[config.mk]
export PLATFORM = sky130hd
export DESIGN_NAME = tmds_encoder
export DESIGN_NICKNAME = d
export VERILOG_FILES = /design/src/rtl/tmds_pkg.sv /design/src/rtl/tmds_qm.sv /design/src/rtl/tmds_encoder.sv
export SDC_FILE = /design/constraint.sdc
export NUM_CORES = 1
export LEC_CHECK = 0
export CORE_ASPECT_RATIO = 1.2
export CORE_MARGIN = 4
export CORE_UTILIZATION = 56
export CTS_CLUSTER_DIAMETER = 150
export DETAILED_ROUTE_END_ITERATION = 8
export PLACE_DENSITY = 0.89
export REMOVE_ABC_BUFFERS = 1
export SLEW_MARGIN = 20
export SYNTH_ARGS = -nofsm -noshare
export SYNTH_HDL_FRONTEND = slang
export SYNTH_SLANG_ARGS = --single-unit
[constraint.sdc]
create_clock -name clk -period 10.75 [get_ports clk]
set_input_delay 3.225 -clock clk [delete_from_list [all_inputs] [get_ports clk]]
set_output_delay 3.225 -clock clk [all_outputs]
set_load 0.005 [all_outputs]
[src/rtl/tmds_pkg.sv]
// Shared TMDS symbol tables (control tokens, guard bands, TERC4) and period type,
// used by the encoder here and by the HDMI receive decoder.
package tmds_pkg;

  typedef enum logic [1:0] {
    PERIOD_CONTROL,
    PERIOD_VIDEO,
    PERIOD_ISLAND,
    PERIOD_GUARD
  } period_e;

  localparam logic [9:0] CTRL_TOKEN_00 = 10'b1101010100;

  function automatic logic [9:0] ctrl_token(input logic [1:0] ctrl);
    case (ctrl)
      2'b00:   return CTRL_TOKEN_00;
      2'b01:   return 10'b0010101011;
      2'b10:   return 10'b0101010100;
      default: return 10'b1010101011;
    endcase
  endfunction

  // Video guard band: lanes 0 and 2 share one code, lane 1 uses its complement.
  function automatic logic [9:0] guard_band(input int channel);
    return (channel == 1) ? 10'b0100110011 : 10'b1011001100;
  endfunction

  function automatic logic [9:0] terc4(input logic [3:0] nibble);
    case (nibble)
      4'h0:    return 10'b1010011100;
      4'h1:    return 10'b1001100011;
      4'h2:    return 10'b1011100100;
      4'h3:    return 10'b1011100010;
      4'h4:    return 10'b0101110001;
      4'h5:    return 10'b0100011110;
      4'h6:    return 10'b0110001110;
      4'h7:    return 10'b0100111100;
      4'h8:    return 10'b1011001100;
      4'h9:    return 10'b0100111001;
      4'hA:    return 10'b0110011100;
      4'hB:    return 10'b1011000110;
      4'hC:    return 10'b1010001110;
      4'hD:    return 10'b1001110001;
      4'hE:    return 10'b0101100011;
      default: return 10'b1011000011;
    endcase
  endfunction

endpackage

[src/rtl/tmds_qm.sv]
// Transition-minimising first stage of TMDS: picks XOR/XNOR chaining from the
// byte's popcount and also reports the popcount of the resulting q_m[7:0].
module tmds_qm
  import tmds_pkg::*;
(
  input  logic [7:0] data,
  output logic [8:0] q_m,
  output logic [3:0] q_m_ones
);

  logic [3:0] data_ones;
  logic       use_xnor;

  always_comb begin
    data_ones = '0;
    for (int i = 0; i < 8; i++) data_ones = data_ones + {3'b000, data[i]};

    use_xnor = (data_ones > 4'd4) || ((data_ones == 4'd4) && !data[0]);

    q_m    = '0;
    q_m[0] = data[0];
    for (int i = 1; i < 8; i++)
      q_m[i] = use_xnor ? ~(q_m[i-1] ^ data[i]) : (q_m[i-1] ^ data[i]);
    q_m[8] = ~use_xnor;

    q_m_ones = '0;
    for (int i = 0; i < 8; i++) q_m_ones = q_m_ones + {3'b000, q_m[i]};
  end

endmodule

[src/rtl/tmds_encoder.sv]
// Two-stage DVI/HDMI TMDS lane encoder with running-disparity control.
// Define TMDS_TERC4_EN to add HDMI data-island (TERC4) and guard-band symbols.
module tmds_encoder
  import tmds_pkg::*;
#(
  parameter int CHANNEL = 0
) (
  input  logic       clk,
  input  logic       rst,
  input  logic       de,
  input  logic [7:0] data,
  input  logic [1:0] ctrl,
`ifdef TMDS_TERC4_EN
  input  logic       island,
  input  logic       guard,
  input  logic [3:0] aux,
`endif
  output logic [9:0] tmds
);

  if (CHANNEL < 0 || CHANNEL > 2) begin : g_bad_channel
    $error("tmds_encoder: CHANNEL must be 0, 1 or 2");
  end

  period_e          period_in, period_s1;
  logic [1:0]       ctrl_s1;
  logic [8:0]       qm_in, qm_s1;
  logic [3:0]       ones_in, ones_s1;
  logic signed [4:0] cnt, cnt_next, diff;
  logic [9:0]       tmds_next;
`ifdef TMDS_TERC4_EN
  logic [3:0]       aux_s1;
`endif

  tmds_qm u_qm (
    .data     (data),
    .q_m      (qm_in),
    .q_m_ones (ones_in)
  );

  always_comb begin
    period_in = de ? PERIOD_VIDEO : PERIOD_CONTROL;
`ifdef TMDS_TERC4_EN
    if (guard)       period_in = PERIOD_GUARD;
    else if (island) period_in = PERIOD_ISLAND;
`endif
  end

  always_ff @(posedge clk) begin
    if (rst) begin
      period_s1 <= PERIOD_CONTROL;
      ctrl_s1   <= '0;
      qm_s1     <= '0;
      ones_s1   <= '0;
`ifdef TMDS_TERC4_EN
      aux_s1    <= '0;
`endif
    end else begin
      period_s1 <= period_in;
      ctrl_s1   <= ctrl;
      qm_s1     <= qm_in;
      ones_s1   <= ones_in;
`ifdef TMDS_TERC4_EN
      aux_s1    <= aux;
`endif
    end
  end

  // diff = ones - zeros = 2*ones - 8, computed mod 32; the result always fits -8..+8.
  assign diff = $signed({ones_s1, 1'b0}) - 5'sd8;

  always_comb begin
    tmds_next = ctrl_token(ctrl_s1);
    cnt_next  = '0;
    case (period_s1)
      PERIOD_VIDEO: begin
        if (cnt == 0 || diff == 0) begin
          tmds_next = {~qm_s1[8], qm_s1[8], qm_s1[8] ? qm_s1[7:0] : ~qm_s1[7:0]};
          cnt_next  = cnt + (qm_s1[8] ? diff : -diff);
        end else if ((cnt > 0 && diff > 0) || (cnt < 0 && diff < 0)) begin
          tmds_next = {1'b1, qm_s1[8], ~qm_s1[7:0]};
          cnt_next  = cnt + (qm_s1[8] ? 5'sd2 : 5'sd0) - diff;
        end else begin
          tmds_next = {1'b0, qm_s1[8], qm_s1[7:0]};
          cnt_next  = cnt + diff - (qm_s1[8] ? 5'sd0 : 5'sd2);
        end
      end
`ifdef TMDS_TERC4_EN
      PERIOD_ISLAND: tmds_next = terc4(aux_s1);
      PERIOD_GUARD:  tmds_next = guard_band(CHANNEL);
`endif
      default: ;
    endcase
  end

  always_ff @(posedge clk) begin
    if (rst) begin
      tmds <= CTRL_TOKEN_00;
      cnt  <= '0;
    end else begin
      tmds <= tmds_next;
      cnt  <= cnt_next;
    end
  end

endmodule
After elaboration in Yosys (flattened, before gate mapping)

Index checks and enable logic that the tools add are counted.
W data, S select, Z words.

Add/subtract/negate cells: 21
$lt $le $gt $ge: 5
Eq/ne operators: 4
Multiplexer cells: 18
Bitwise operators: 18
Reductions and logical operators: 11

Operators with widths:

| kind                  | number |
|---|---|
| $logic_not A32 Y1     | 2 |
| $add A4 B1 Y4         | 12 |
| $mux W10              | 3 |
| $pmux W10 S3          | 1 |
| $mux W5               | 3 |
| $add A5 B5 Y5         | 2 |
| $gt A5 B1 Y1 const B  | 2 |
| $lt A5 B1 Y1 const B  | 2 |
| $not A1 Y1            | 10 |
| $mux W1               | 8 |
| $mux W8               | 1 |
| $not A8 Y8            | 1 |
| $xor A1 B1 Y1         | 7 |
| $add A5 B3 Y5         | 1 |
| $neg A5 Y5            | 1 |
| $sub A5 B3 Y5         | 1 |
| $sub A5 B5 Y5         | 1 |
| $sub A5 B5 Y5 const B | 1 |
| $add A1 B1 Y2         | 2 |
| $eq A2 B1 Y1 const B  | 2 |
| $eq A4 B3 Y1 const B  | 1 |
| $gt A4 B3 Y1 const B  | 1 |
| $mux W2               | 2 |
| $logic_and A1 B1 Y1   | 3 |
| other kinds (5)       | 7 |

Flip-flop bits (word level): 32
Input bits: 13
Output and inout port bits: 10
Logic and storage cells: 83

Depth between registers and ports, before layout

Gate-level depths: netlist (run 1).

Depth in word-level cells: 30
Mapped depth: 21
Mapped depth without buffers: 21

By module

Synthesis (run 1) repeated with hierarchy kept, for this count alone.

Cells, all modules: 216
Area, all modules: 2193.4 µm²

By module, submodules not included:

| module       | times used | cells an instance | area each (µm²) | seq. area each (µm²) |
|---|---|---|---|---|
| tmds_encoder | 1          | 157               | 1621.6          | 600.6 |
| tmds_qm      | 1          | 59                | 571.8           | 0.0 |

Least setup slack after synthesis (run 1)

No wires, ideal clock.

Path kind: input-to-reg
Start point: input data[0]
End point: register ones_s1[2]
Arrival: 8.510 ns
Data required time: 10.622 ns
Setup slack: 2.112 ns
Stages: 21
Buffers on the path: 0
Cell sequence: ha_1 > inv_1 > fa_1 > fa_1 > inv_1 > fa_1 > fa_1 > nor3b_1 > o21ai_0 > a21oi_1 > xnor2_1 > ha_1 > inv_1 > fa_1 > inv_1 > fa_1 > inv_1 > fa_1 > fa_1 > xor2_1 > nor2_1

Cells in the longest elaborated chain, start to end: 30

Ends and longest elaborated chain:

| element                                                                | RTL line           | text |
|---|---|---|
| from (decl)                                                            | tmds_encoder.sv:11 | `input logic [7:0] data,` |
| parallel branches: the longest is 10 deep, another holds $add A4 B1 Y4 | -                  |  |
| $mux W1 (*)                                                            | tmds_qm.sv:23      | `q_m[i] = use_xnor ? ~(q_m[i-1] ^ data[i]) : (q_m[i-1] ^ data[i]);` |
| named net qm_in[1]                                                     | tmds_encoder.sv:27 | `logic [8:0] qm_in, qm_s1;` |
| parallel branches: the longest is 18 deep, another holds $add A4 B1 Y4 | -                  |  |
| $add A4 B1 Y4 (*)                                                      | tmds_qm.sv:27      | `for (int i = 0; i < 8; i++) q_m_ones = q_m_ones + {3'b000, q_m[i]};` |
| to (signal assigned)                                                   | tmds_encoder.sv:62 | `ones_s1 <= ones_in;` |
| to (decl)                                                              | tmds_encoder.sv:28 | `logic [3:0] ones_in, ones_s1;` |

Mark *: on every way through the listed nets, which the timed path passes.
A chain may end at the register's enable or synchronous reset.

Worst setup path after layout (run 1)

Ends and elaborated chain as after synthesis.

==> results.yml, run 1 <==
flow_run:
  maxCapViolations: 0
setup_path:
  reg2reg_depth: 7
  crit_top_cell: "fa_1"
  regToRegStartpoint: "qm_s1[8]"
  crit_path_start_kind: "input pin"
  r2r_end: "cnt[3]"
  path_cells: "clkdlybuf4s50_1 -> ha_1 -> inv_1 -> fa_1 -> fa_1 -> inv_1 -> fa_1 -> fa_1 -> nor3b_1 -> o21ai_0 -> a21oi_1 -> xnor2_1 -> ha_1 -> inv_1 -> fa_1 -> inv_1 -> fa_1 -> inv_1 -> fa_1 -> fa_1 -> xor2_1 -> nor2_1"
  cpMaxStageDelayCell: "fa_1"
  cp-startpoint: "data[0]"
  critPathKind: "in -> reg"
  cpPeakStageDelay_ns: 0.51
  cp.required_ns: 10.89
  cp_max_fo: 5
  cp.arrival_ns: 9.39
  ff2ff_setup_slack_ns: 8.42
  end_kind: "register"
timing:
  fin_worst_skew_ns: 0.003405
  setup_viol: 0
  post-route-min-period_ns: 9.248
  finalHoldWorstSlack_ns: 0.5375
  max-slew-margin-rel: 0.4197
  fin_crit_sh: 0.8602
  tns_ns: 0
  setup_slack_ns: 1.502
  rsz0062_at_grt: "no"
  fmax_ghz: 0.1081
  maxSlewViolCount: 0
  worstMarginPinSlew_ns: 0.8677
  hold_viol_final: 0
placement:
  placed_area_um2: 2313
  place.gp.congestion: 0.8364
  post-dp-hpwl_um: 2834
  io_buffer_count: 22
  place_ws_ns: 1.182
  dp_cells: 262
logic_synthesis:
  synth_area_leaders: "dfxtp_1 29%, ha_1 15%, fa_1 13%"
  synth_enable_flop_cells: 0
  yosys_most_used_dff: "dfxtp_1"
  synth_top_cell_by_area: "dfxtp_1"
  synth.distinct_cells: 34
  ys_seq_elements: 30
  async_reset_ff_frac: 0
  yosysSeqAreaShare: 0.2892
  avgSynthCellArea_um2: 9.938
  synth-warning-count: 0
  synth_cells: 209
  yosys-top-cells-count: "33 x inv_1, 30 x dfxtp_1, 25 x ha_1"
  synth.top_cell.area_share: 0.2892
  yosysMostFrequentCell: "inv_1"
  synth_area_um2: 2077
finish:
  final_core_util: 0.6993
  area_growth_pct: 16.27
  fill_cells: 264
  antennaDiodeCount: 0
  drive_gt1_frac: 0.06438
  final_nets: 283
  finish.instance_area_um2: 2415
  final_cells: 270
die:
  dieArea_um2: 4752
  coreArea_um2: 3453
  io_pins: 23
  placementRows: 23
  start_util: 0.6014
  die_x_um: 63.60
  die_y_um: 74.72
grt:
  grt_overflow: 0
  grt_pass1_wl_um: 6237
  grt_max_degree: 28
  grt_util_all_layers: 0.1695
  antenna_found_initial: 0
  grt_pass1_vias: 1529
clock_tree:
  htreeDepth: 2
  cts_tree: "yes"
  clock-sinks: 30
  cts_hold_buf: 0
  post_cts_buffers: 0
  clk_latency_ns: 0.29
  cts_resized: 0
  clk_pin_slew_ns: 0.06
  cts_buffer_depth: 2
  cts_buffers: 5
  cts_root_buf: "clkbuf_8"
power:
  powerDensity_nw_per_um2: 273.7
  p_leak_nw: 1.124
  power_mw: 0.6608
  max-vdd-ir-drop_mv: 0.1164
detailed_routing:
  drc: 0
  vias: 1453
  drtIter0Drc: 79
  drtPass1Iterations: 4
  post_drt_wl_per_cell_um: 13.30
  via_per_inst: 5.381
  final_antenna_net_count: 0
  drt-total-wl_um: 3592
min_path:
  whs_path_depth: 2
  hold_path_class: "reg -> reg"
  hold_start: "qm_s1[5]"
  hold_path_end: "tmds[5]"
run_status:
  status: "finished clean"
routing by layer:
metal,part of all wire,global-route usage,up-vias
met2,0.52,0.3074,35
met4,0.029,0.09832,0
met5,0,0,-
met3,0.037,0.03881,11
met1,0.41,0.1834,684
li1,-,-,723
kinds of logic (layout without fill, tap and decap cells):
logic type / Yosys count / in the layout / synth area share
xor+xnor: 27 / 27 / 0.1367
compound gates: 26 / 26 / 0.08072
mux: 4 / 4 / 0.01988
flops: 30 / 30 / 0.2892
simple gates: 45 / 45 / 0.1235
buf+inv: 39 / 63 / 0.07410
fa+ha+maj: 38 / 38 / 0.2759
cells in the final DEF (no fill, tap or decap), types with 2 or more instances in the layout:
master	Yosys	layout
a31oi_1	2	2
xor2_1	4	4
or2_2	2	2
fa_1	13	13
ha_1	25	25
nor2_1	15	15
nand2_1	2	2
nor4b_1	3	3
mux2i_1	3	3
a211oi_1	4	4
nor2b_1	7	7
clkbuf_8	0	6
nor3_1	5	5
a21o_1	2	2
xnor2_1	20	20
dfxtp_1	30	30
and4b_1	3	3
nor3b_1	3	3
clkdlybuf4s50_1	0	22
inv_1	33	33
nor4_1	2	2
a21oi_1	12	12
layout make-up:
type	instances	area [um2]	share of cell area
timing repair buffer	22	220.2	0.09119
inverter	33	123.9	0.05130
clock inverter	2	12.51	0.005181
multi-input combinational	140	1329	0.5503
tap	37	46.29	0.01917
sequential	30	600.6	0.2487
clock buffer	6	82.58	0.03420
worst max-delay path by stage:
stage / end / slack (ns) / depth (start not counted)
floorplan: ones_s1[2] / 2.13 / 21
global placement: ones_s1[2] / 1.47 / 22
detailed placement: ones_s1[2] / 1.18 / 22
CTS: ones_s1[2] / 1.48 / 22
global route: ones_s1[2] / 1.04 / 22
finish: ones_s1[2] / 1.50 / 22
worst max-delay path, delay by kind of cell:
family	cells	cell delay (ns)
AOI/OAI and AO/OA	2	0.57
xor gates and xnor gates	2	0.30
adders and majority gates	10	4.26
buffers and inverters	6	0.72
and+or+nand+nor	2	0.32
registers in the layout, indices dropped and copies added, names as in the netlist:
register / cells
qm_s1: 9
ones_s1: 4
ctrl_s1: 2
period_s1: 1
cnt: 4
tmds: 10
where the power goes:
part / switching (mW) / internal (mW) / total, mW
clock network: 0.0439 / 0.0513 / 0.0953
registers: 0.0172 / 0.135 / 0.152
logic: 0.211 / 0.202 / 0.413
Power figures use the tool's default switching activity.
==> run 2, diff against run 1 <==
Clock period 10.75 ns to 9.9 ns, I/O delays scaled along.
==> results of run 2 <==
The final DEF is identical to that of run 1. Status: finished clean.
Main changes from that run: final weighted congestion in routability-driven placement 0.8364 -> 0.8363; setup slack after placement 1.182 ns -> 0.5872 ns; setup slack after layout 1.502 ns -> 0.9074 ns; register-to-register setup slack 8.42 ns -> 7.57 ns; total power 0.6608 mW -> 0.7176 mW; worst IR drop on VDD 0.1164 mV -> 0.1264 mV
